**config.mk**
```make
export PLATFORM = sky130hd
export DESIGN_NAME = grid_traffic_gen
export DESIGN_NICKNAME = d
export VERILOG_FILES = /design/src/rtl/grid_traffic_gen.sv
export SDC_FILE = /design/constraint.sdc
export NUM_CORES = 1
export LEC_CHECK = 0
export CAP_MARGIN = 15
export CORE_MARGIN = 3
export CORE_UTILIZATION = 54
export DETAILED_ROUTE_END_ITERATION = 8
export MAX_ROUTING_LAYER = met4
export PLACE_DENSITY = 0.8
export SLEW_MARGIN = 40
export SYNTH_ARGS = -nofsm -noshare
export SYNTH_HDL_FRONTEND = slang
export SYNTH_SLANG_ARGS = --single-unit
```
**constraint.sdc**
```tcl
create_clock -name clk -period 3.7 [get_ports clk]
set_input_delay 0.555 -clock clk [delete_from_list [all_inputs] [get_ports clk]]
set_output_delay 0.555 -clock clk [all_outputs]
set_load 0.02 [all_outputs]
```
**src/rtl/grid_traffic_gen.sv**
```systemverilog
// Per-node synthetic packet injector: random-driven generation into a small queue toward the router port.
// Latency: an accepted attempt reaches the queue head one cycle later; a full queue drops new attempts and holds the head until out_ready.

module sync_fifo #(
  parameter int W     = 8,
  parameter int DEPTH = 4
) (
  input  logic         clk,
  input  logic         reset_n,
  input  logic         push,
  input  logic [W-1:0] push_dat,
  input  logic         pop,
  output logic [W-1:0] head,
  output logic         empty,
  output logic         full
);
  localparam int AW = $clog2(DEPTH);

  logic [W-1:0]  mem [DEPTH];
  logic [AW-1:0] wptr;
  logic [AW-1:0] rptr;
  logic [AW:0]   cnt;
  logic          do_push;
  logic          do_pop;

  assign empty   = (cnt == '0);
  assign full    = (cnt == (AW+1)'(DEPTH));
  assign do_push = push && !full;
  assign do_pop  = pop && !empty;
  assign head    = mem[rptr];

  always_ff @(posedge clk or negedge reset_n) begin
    if (!reset_n) begin
      wptr <= '0;
      rptr <= '0;
      cnt  <= '0;
    end else begin
      if (do_push) wptr <= wptr + 1'b1;
      if (do_pop)  rptr <= rptr + 1'b1;
      cnt <= cnt + {{AW{1'b0}}, do_push} - {{AW{1'b0}}, do_pop};
    end
  end

  always_ff @(posedge clk) begin
    if (do_push) mem[wptr] <= push_dat;
  end
endmodule

module grid_traffic_gen #(
  parameter int X_BITS     = 2,
  parameter int Y_BITS     = 2,
  parameter int DATA_WIDTH = 16,
  parameter int RAND_WIDTH = 32,
  parameter int FIFO_DEPTH = 4,
  parameter int MY_X       = 0,
  parameter int MY_Y       = 0
) (
  input  logic                  clk,
  input  logic                  reset_n,
  input  logic [RAND_WIDTH-1:0] rand_vect,
  input  logic                  enable,
  input  logic [7:0]            inj_rate,
  input  logic [15:0]           pkt_limit,
  output logic                  out_valid,
  input  logic                  out_ready,
  output logic [X_BITS-1:0]     out_dest_x,
  output logic [Y_BITS-1:0]     out_dest_y,
  output logic [7:0]            out_seq,
  output logic [DATA_WIDTH-1:0] out_data,
  output logic [15:0]           gen_cnt,
  output logic [15:0]           drop_cnt,
  output logic                  done
);
  typedef struct packed {
    logic [X_BITS-1:0]     dest_x;
    logic [Y_BITS-1:0]     dest_y;
    logic [7:0]            seq;
    logic [DATA_WIDTH-1:0] data;
  } pkt_t;

  typedef enum logic [1:0] {S_IDLE, S_RUN, S_DRAIN, S_DONE} state_t;

  localparam logic [X_BITS-1:0] SELF_X = MY_X[X_BITS-1:0];
  localparam logic [Y_BITS-1:0] SELF_Y = MY_Y[Y_BITS-1:0];
  localparam logic [X_BITS-1:0] ALT_X  = SELF_X + 1'b1;

  state_t            state;
  state_t            next_state;
  logic              start_run;
  logic [7:0]        seq;
  pkt_t              cand;
  pkt_t              head;
  logic [X_BITS-1:0] raw_x;
  logic [Y_BITS-1:0] raw_y;
  logic              attempt;
  logic              push;
  logic              drop;
  logic              pop;
  logic              fifo_empty;
  logic              fifo_full;
  logic [15:0]       gen_next;
  logic              limit_hit;
  logic              unused_rand;

  assign unused_rand = ^rand_vect;

  // Self-addressed draws are redirected one column over rather than discarded.
  assign raw_x       = rand_vect[8 +: X_BITS];
  assign raw_y       = rand_vect[12 +: Y_BITS];
  assign cand.dest_x = (raw_x == SELF_X && raw_y == SELF_Y) ? ALT_X : raw_x;
  assign cand.dest_y = raw_y;
  assign cand.seq    = seq;
  assign cand.data   = rand_vect[16 +: DATA_WIDTH];

  assign attempt   = (state == S_RUN) && (rand_vect[7:0] < inj_rate);
  assign push      = attempt && !fifo_full;
  assign drop      = attempt && fifo_full;
  assign pop       = out_valid && out_ready;
  assign gen_next  = (push && gen_cnt != 16'hFFFF) ? gen_cnt + 16'd1 : gen_cnt;
  assign limit_hit = (pkt_limit != 16'd0) && (gen_next >= pkt_limit);

  sync_fifo #(
    .W     ($bits(pkt_t)),
    .DEPTH (FIFO_DEPTH)
  ) u_fifo (
    .clk      (clk),
    .reset_n  (reset_n),
    .push     (push),
    .push_dat (cand),
    .pop      (pop),
    .head     (head),
    .empty    (fifo_empty),
    .full     (fifo_full)
  );

  always_comb begin
    next_state = state;
    start_run  = 1'b0;
    case (state)
      S_IDLE: begin
        if (enable) begin
          next_state = S_RUN;
          start_run  = 1'b1;
        end
      end
      S_RUN: begin
        if (!enable)        next_state = S_IDLE;
        else if (limit_hit) next_state = S_DRAIN;
      end
      S_DRAIN: begin
        if (!enable)         next_state = S_IDLE;
        else if (fifo_empty) next_state = S_DONE;
      end
      S_DONE: begin
        if (!enable) next_state = S_IDLE;
      end
      default: next_state = S_IDLE;
    endcase
  end

  always_ff @(posedge clk or negedge reset_n) begin
    if (!reset_n) begin
      state    <= S_IDLE;
      gen_cnt  <= '0;
      drop_cnt <= '0;
      seq      <= '0;
    end else begin
      state <= next_state;
      if (start_run) begin
        gen_cnt  <= '0;
        drop_cnt <= '0;
        seq      <= '0;
      end else begin
        gen_cnt <= gen_next;
        if (drop && drop_cnt != 16'hFFFF) drop_cnt <= drop_cnt + 16'd1;
        if (push) seq <= seq + 8'd1;
      end
    end
  end

  // Fields are masked while empty so an idle port never shows stale queue contents.
  assign out_valid  = !fifo_empty;
  assign out_dest_x = out_valid ? head.dest_x : '0;
  assign out_dest_y = out_valid ? head.dest_y : '0;
  assign out_seq    = out_valid ? head.seq    : '0;
  assign out_data   = out_valid ? head.data   : '0;
  assign done       = (state == S_DONE);
endmodule

```
==> summary.md, run 1 <==
| Metric | Value |
|---|---|
| Vias in the first global route | 5433 |
| Dpl hpwl | 11060 um |
| Routed via count | 4949 |
| Syn_nets | 625 |
| Delay-heaviest family, CP | simple AND/OR/NAND/NOR gates |
| Syn_area_per_cell | 14.19 um^2 |
| Sw Ratio | 30.62% |
| Dominant synthesized flop cell | edfxtp_1 |
| Pin count of the biggest net entering global routing | 29 |
| Remaining DRCs | 0 |
| Worst setup SP type | primary input |
| IO Pins | 122 |
| Share of cells above drive strength 1 | 20.00% |
| Hold Vio Cnt, Final | 0 |
| First-pass GRT wire length | 27770 um |
| CP most frequent cell | buf_4 |
| Synth warnings | 0 |
| Syn Inst Count | 532 |
| Critical Path AT | 3.92 ns |
| Dpl ws | -0.8274 ns |
| H-tree depth | 4 |
| Vias per cell | 5.682 |
| Final Cycle Share | 97.28% |
| Combinational power share | 33.1% |
| Inserted Diodes | 0 |
| Rel. slew slack | 56.45% |
| Height of the chip | 124.2 um |
| Net Switching | 1.958 mW |
| CTS tree | done |
| Gr usage total | 23.60% |
| Grt ovf | 0 |
| Post-synth EDFFs | 112 |
| Synth cell types | 56 |
| DRT iter0 DRCs | 437 |
| Clock sinks | 161 |
| Crit-path max FO | 6 |
| Pwr Density | 644.1 mW/mm^2 |
| Wirelength per Cell | 19.50 um |
| Peak VDD IR | 291.9 uV |
| FF+latch count, synth | 161 |
| Worst hold path class | in2async |
| Final min period | 3.599 ns |
| Worst R2R Start | gen_cnt[4]$_DFF_PN0_ |
| Antenna Nets Post-Route | 0 |
| Buf+Inv Stages, Crit Path | 4 |
| Most common cell after layout, fill and taps aside | edfxtp_1 |
| Skew final | 0.01221 ns |
| Initial antenna violation count | 0 |
| Final setup fails | 0 |
| CP Capture Type | register |
| Clk Latency, worst-skew pair | 0.43 ns |
| CP max stage delay | 0.41 ns |
| CTS Root Cell | clkbuf_16 |
| Die area | 0.01543 mm^2 |
| First-pass DRT Iterations | 4 |
| Fillers | 851 |
| Max-Cap Viols | 0 |
| Crit Path Class | in2reg |
| Final number of max-transition violations | 0 |
| Final Worst Setup Slack | 0.1007 ns |
| Fin util | 73.80% |
| F_max | 277.8 MHz |
| Placer Congestion | 0.9465 |
| Power Internal | 4.437 mW |
| Final #Nets | 775 |
| IO buf count | 117 |
| TritonCTS Buffers | 17 |
| Hold-fix buffers, CTS | 0 |
| Synthesized area | 0.007548 mm^2 |
| Site Rows | 42 |
| Clock tree buffer depth | 2 |
| Final WL | 16990 um |
| Worst-Margin Slew | 0.6532 ns |
| Crit-path cells | clkdlybuf4s50_1 > ha_2 > a211o_1 > a31oi_2 > buf_4 > o21ai_4 > buf_6 > nor4_4 > xor2_1 > ha_1 > and4_1 > nand2_2 > buf_4 > o21bai_1 > nor4b_2 > nor3_1 > a311oi_1 |
| Initial Utilization | 56.11% |
| Critical Path Source | rand_vect[3] |
| Clock Pin Slew Worst Setup and Hold Paths | 0.06 ns |
| Leak | 3.856 nW |
| Chip width | 124.2 um |
| Sequential power share | 37.0% |
| Critical Path Slowest Stage Cell | clkdlybuf4s50_1 |
| Status | finished, final reports clean |
| Critical Path RT | 4.02 ns |
| Core Region | 0.01345 mm^2 |
| Post-synthesis sequential area ratio | 60.80% |
| Synth-to-Final Area Change | 31.53% |
| Most frequent cells in the layout | 112 x edfxtp_1, 103 x clkdlybuf4s50_1, 48 x dfrtp_1 |
| Post-synth ARST share | 30.43% |
| Clock share of power | 29.9% |
[cell usage after synthesis, drive strengths merged, types with 3 or more instances]
library cell,number,share of area (%)
o21ai,12,0.80
nor4,13,1.2
and2,44,3.6
nor4b,3,0.51
xnor2,22,2.7
nor2,23,1.2
nand2,27,1.3
o21a,3,0.30
nor3,6,0.46
inv,36,1.8
and3,10,0.83
nand4,16,1.6
dfrtp,49,16
ha,32,5.3
and4,5,0.58
nand3,14,0.93
xor2,10,1.2
mux2i,6,0.80
or4,4,0.55
edfxtp,112,45
clkbuf,11,0.55
buf,7,0.43
or3,8,0.66
mux4,28,8.4
a21oi,10,0.71
a2111oi,3,0.60
[metrics by stage]
stage / instance area (um^2) / setup TNS [ns] / power, mW / hold slack (ns) / cells
3_5_place_dp: 9123 / -1.510 / 4.508 / 0.5012 / 833
5_1_grt: 9928 / -0.02563 / 6.706 / 0.1585 / 871
3_3_place_gp: 9123 / -1.184 / 4.448 / 0.4915 / 833
6_report: 9928 / 0 / 6.394 / 0.1248 / 871
2_1_floorplan: 7559 / 0 / 3.599 / 0.2594 / 532
4_1_cts: 9876 / 0 / 6.457 / 0.1189 / 869
[layout make-up]
type / instances / area (um^2) / share of cell area [%]
clock inverter: 15 / 215.2 / 2.168
multi-input combinational: 317 / 2884 / 29.05
sequential: 161 / 4591 / 46.24
tap: 176 / 220.2 / 2.218
clock buffer: 17 / 425.4 / 4.285
timing repair buffer: 149 / 1458 / 14.68
inverter: 36 / 135.1 / 1.361
[power by group through the flow]
stage                     clock network, mW  registers, mW  logic [mW]
final                                  1.91           2.37        2.12
after global routing                   2.02           2.41        2.28
after CTS                              1.94           2.37        2.14
after detailed placement                  0           2.40        2.11
after global placement                    0           2.38        2.07
after floorplan                           0           2.33        1.27
[worst reg2reg max path, stage by stage (launching register included)]
cell and delay [ns]:
dfrtp_1 0.50, nand4_1 0.20, nor2_1 0.25, nand4_1 0.27, nand3_1 0.21, xor2_1 0.22
ha_1 0.26, nand2b_1 0.14, a2111oi_1 0.48, a2111oi_2 0.08, nor4b_2 0.33, nor3_1 0.11
a311oi_1 0.26
[final timing paths]
check	endpoint	slack, ns	depth (start not counted)
min in group clk	u_fifo.cnt[2]$_DFF_PN0_	0.54	1
worst min-delay path	gen_cnt[3]$_DFF_PN0_	0.12	1
worst min register to register	u_fifo.cnt[2]$_DFF_PN0_	0.54	1
max in group asynchronous	seq[4]$_DFFE_PN0P_	2.80	2
worst max register to register	state[0]$_DFFE_PN0P_	0.29	12
worst max-delay path	state[0]$_DFFE_PN0P_	0.10	17
[metal layers]
| layer | share of wire (%) | track usage, % | vias to the layer above |
|---|---|---|---|
| met1 | 43 | 29.94 | 2464 |
| met4 | 1.7 | 8.124 | 0 |
| met5 | 0 | - | - |
| li1 | - | - | 2289 |
| met3 | 4.8 | 5.670 | 24 |
| met2 | 50 | 37.66 | 172 |
[cell families after synthesis]
| group | Yosys count | share of synthesized area (%) |
|---|---|---|
| xor gates and xnor gates | 32 | 3.812 |
| adders and majority gates | 33 | 5.569 |
| and+or+nand+nor | 178 | 14.07 |
| muxes | 35 | 9.299 |
| AOI/OAI and AO/OA | 39 | 3.680 |
| buffers and inverters | 54 | 2.768 |
| DFF | 161 | 60.80 |
[registers in the layout, indices dropped and copies added (netlist names)]
register and flops:
u_fifo.rptr 2, gen_cnt 16, seq 8, u_fifo.wptr 2, u_fifo.mem 112, drop_cnt 16, u_fifo.cnt 3, state 2
[repair_timing]
item | 4_1_cts | 5_1_grt
gates resized for setup | 23 | 29
endpoints found under the setup margin | 2 | 2
buffers inserted | 4 | 2
pin swaps | 15 | 19
Power figures use the tool's default switching activity.
==> run 2: changes to the inputs <==
--- a/config.mk
+++ b/config.mk
@@ -5,7 +5,6 @@
 export SDC_FILE = /design/constraint.sdc
 export NUM_CORES = 1
 export LEC_CHECK = 0
-export CAP_MARGIN = 15
 export CORE_MARGIN = 3
 export CORE_UTILIZATION = 54
 export DETAILED_ROUTE_END_ITERATION = 8
==> results of run 2 <==
No change in the layout: final DEF, timing and power equal those of run 1.
==> run 3: changes to the inputs <==
--- a/config.mk
+++ b/config.mk
@@ -6,10 +6,12 @@
 export NUM_CORES = 1
 export LEC_CHECK = 0
 export CORE_MARGIN = 3
-export CORE_UTILIZATION = 54
+export CORE_UTILIZATION = 55
+export CTS_BUF_LIST = sky130_fd_sc_hd__clkbuf_8
 export DETAILED_ROUTE_END_ITERATION = 8
 export MAX_ROUTING_LAYER = met4
-export PLACE_DENSITY = 0.8
+export PLACE_DENSITY = 0.82
+export REMOVE_ABC_BUFFERS = 1
 export SLEW_MARGIN = 40
 export SYNTH_ARGS = -nofsm -noshare
 export SYNTH_HDL_FRONTEND = slang
==> summary.md, run 3 (synthesized netlist as in run 1, its figures left out) <==
| Metric | Value |
|---|---|
| Finished Cell Area | 0.009857 mm^2 |
| Clock share of power | 22.9% |
| CTS Root Cell | clkbuf_8 |
| Leak | 3.816 nW |
| Combinational power share | 36.9% |
| Hold Vio Cnt, Final | 0 |
| F_max | 273.5 MHz |
| First-pass GRT wire length | 26830 um |
| Power Internal | 4.088 mW |
| Critical Path AT | 4.01 ns |
| Biggest register | u_fifo.mem |
| Crit Path Class | in2reg |
| DRT iter0 DRCs | 395 |
| Biggest regs | u_fifo.mem x112, drop_cnt x16, gen_cnt x16 |
| Critical Path RT | 4.06 ns |
| Height of the chip | 123.2 um |
| CP Capture Type | register |
| First-pass DRT Iterations | 4 |
| Initial Utilization | 56.55% |
| Initial antenna violation count | 0 |
| Max reg flops | 112 |
| Die area | 0.01517 mm^2 |
| Placed Instances | 834 |
| Pwr Density | 602.4 mW/mm^2 |
| Final number of max-transition violations | 0 |
| Antenna Nets Post-Route | 0 |
| Synth-to-Final Area Change | 30.58% |
| Clock sinks | 161 |
| Hold-fix buffers, CTS | 0 |
| Crit-path max FO | 5 |
| IO Pins | 122 |
| Fillers | 851 |
| H-tree depth | 4 |
| Placer Congestion | 0.8740 |
| Grt ovf | 0 |
| Worst hold path class | in2async |
| Worst-Margin Slew | 0.7682 ns |
| Clock tree buffer depth | 2 |
| Clk Latency, worst-skew pair | 0.45 ns |
| Final #Nets | 780 |
| Net Switching | 1.850 mW |
| Clock Pin Slew Worst Setup and Hold Paths | 0.08 ns |
| Site Rows | 42 |
| IO buf count | 117 |
| Dpl ws | -0.8426 ns |
| Core Region | 0.01335 mm^2 |
| Dpl hpwl | 10950 um |
| Final WL | 16620 um |
| Share of cells above drive strength 1 | 21.71% |
| Gr usage total | 24.06% |
| Peak VDD IR | 272.4 uV |
| Worst setup SP type | primary input |
| Area post-placement | 0.009133 mm^2 |
| Most common cell after layout, fill and taps aside | edfxtp_1 |
| Routed via count | 4938 |
| Sequential power share | 40.3% |
| Pin count of the biggest net entering global routing | 30 |
| Wirelength per Cell | 18.97 um |
| Vias in the first global route | 5270 |
| Inserted Diodes | 0 |
| Final Cycle Share | 98.81% |
| Vias per cell | 5.637 |
| Remaining DRCs | 0 |
| Most frequent cells in the layout | 112 x edfxtp_1, 102 x clkdlybuf4s50_1, 48 x dfrtp_1 |
| Final Worst Setup Slack | 0.04418 ns |
| Final setup fails | 0 |
| Sw Ratio | 31.15% |
| Skew final | 0.01011 ns |
| Final min period | 3.656 ns |
| RSZ-0062 raised after global routing | yes |
| Rel. slew slack | 48.78% |
| Non-Filler Instances | 876 |
| CTS tree | done |
| Status | finished, final reports clean |
| Max-Cap Viols | 0 |
| TritonCTS Buffers | 17 |
| Chip width | 123.2 um |
[run 3: final timing paths]
check | start | endpoint | slack, ns | depth (start not counted)
setup / recovery | inj_rate[5] | state[0]$_DFFE_PN0P_ | 0.04 | 18
hold / removal | reset_n | drop_cnt[2]$_DFFE_PN0P_ | 0.15 | 1
setup reg to reg | state[1]$_DFFE_PN0P_ | state[0]$_DFFE_PN0P_ | 0.19 | 14
hold reg to reg | u_fifo.cnt[2]$_DFF_PN0_ | u_fifo.cnt[2]$_DFF_PN0_ | 0.53 | 1
max in group asynchronous | reset_n | gen_cnt[5]$_DFF_PN0_ | 2.78 | 2
min in group clk | u_fifo.cnt[2]$_DFF_PN0_ | u_fifo.cnt[2]$_DFF_PN0_ | 0.53 | 1
[run 3: cell type report]
type                       count  area, um^2  area share, %
clock buffer                  17       234.0          2.374
inverter                      36       137.6          1.396
tap                          176       220.2          2.234
timing repair buffer         154        1510          15.32
clock inverter                15       191.4          1.942
sequential                   161        4591          46.57
multi-input combinational    317        2973          30.16
[run 3: power groups by stage]
stage / clock (mW) / combinational (mW) / sequential, mW
2_1_floorplan: 0 / 1.13 / 2.44
3_3_place_gp: 0 / 2.05 / 2.41
3_5_place_dp: 0 / 2.10 / 2.43
4_1_cts: 1.39 / 2.20 / 2.39
5_1_grt: 1.47 / 2.37 / 2.43
6_report: 1.36 / 2.19 / 2.39
[run 3: critical path, cell delays in order]
cell       delay [ns]
buf_6            0.10
inv_4            0.04
ha_4             0.19
a211o_1          0.29
a2111oi_4        0.44
buf_4            0.19
o21a_4           0.14
buf_6            0.12
nand3_2          0.10
xnor2_2          0.17
ha_1             0.35
a21o_1           0.22
a221oi_2         0.24
o21bai_1         0.11
nor4b_2          0.29
buf_4            0.17
nor3_4           0.04
a311oi_2         0.24
[run 3: through the flow]
step | total power, mW | hold WS, ns | utilization, % | setup TNS [ns]
floorplan | 3.571 | 0.2594 | - | -0.5577
global placement | 4.462 | 0.4866 | 68.42 | -1.246
detailed placement | 4.530 | 0.5131 | 68.42 | -1.627
CTS | 5.981 | 0.1439 | 73.03 | 0
global route | 6.270 | 0.1457 | 73.85 | -0.04648
finish | 5.938 | 0.1466 | 73.85 | 0
[run 3: metal layers]
metal	wire, um	GRT usage [%]	share of wire [%]
met5	0	-	0
met4	220	7.059	1.3
met1	7176	31.63	43
met2	8439	38.91	51
met3	785	4.300	4.7
[run 3: timing repair]
| item | 4_1_cts | 5_1_grt |
|---|---|---|
| setup endpoints to repair | 2 | 2 |
| pin swaps | 24 | 17 |
| gates resized for setup | 37 | 38 |
| setup buffers | 6 | 3 |
| gates cloned | 1 | 0 |
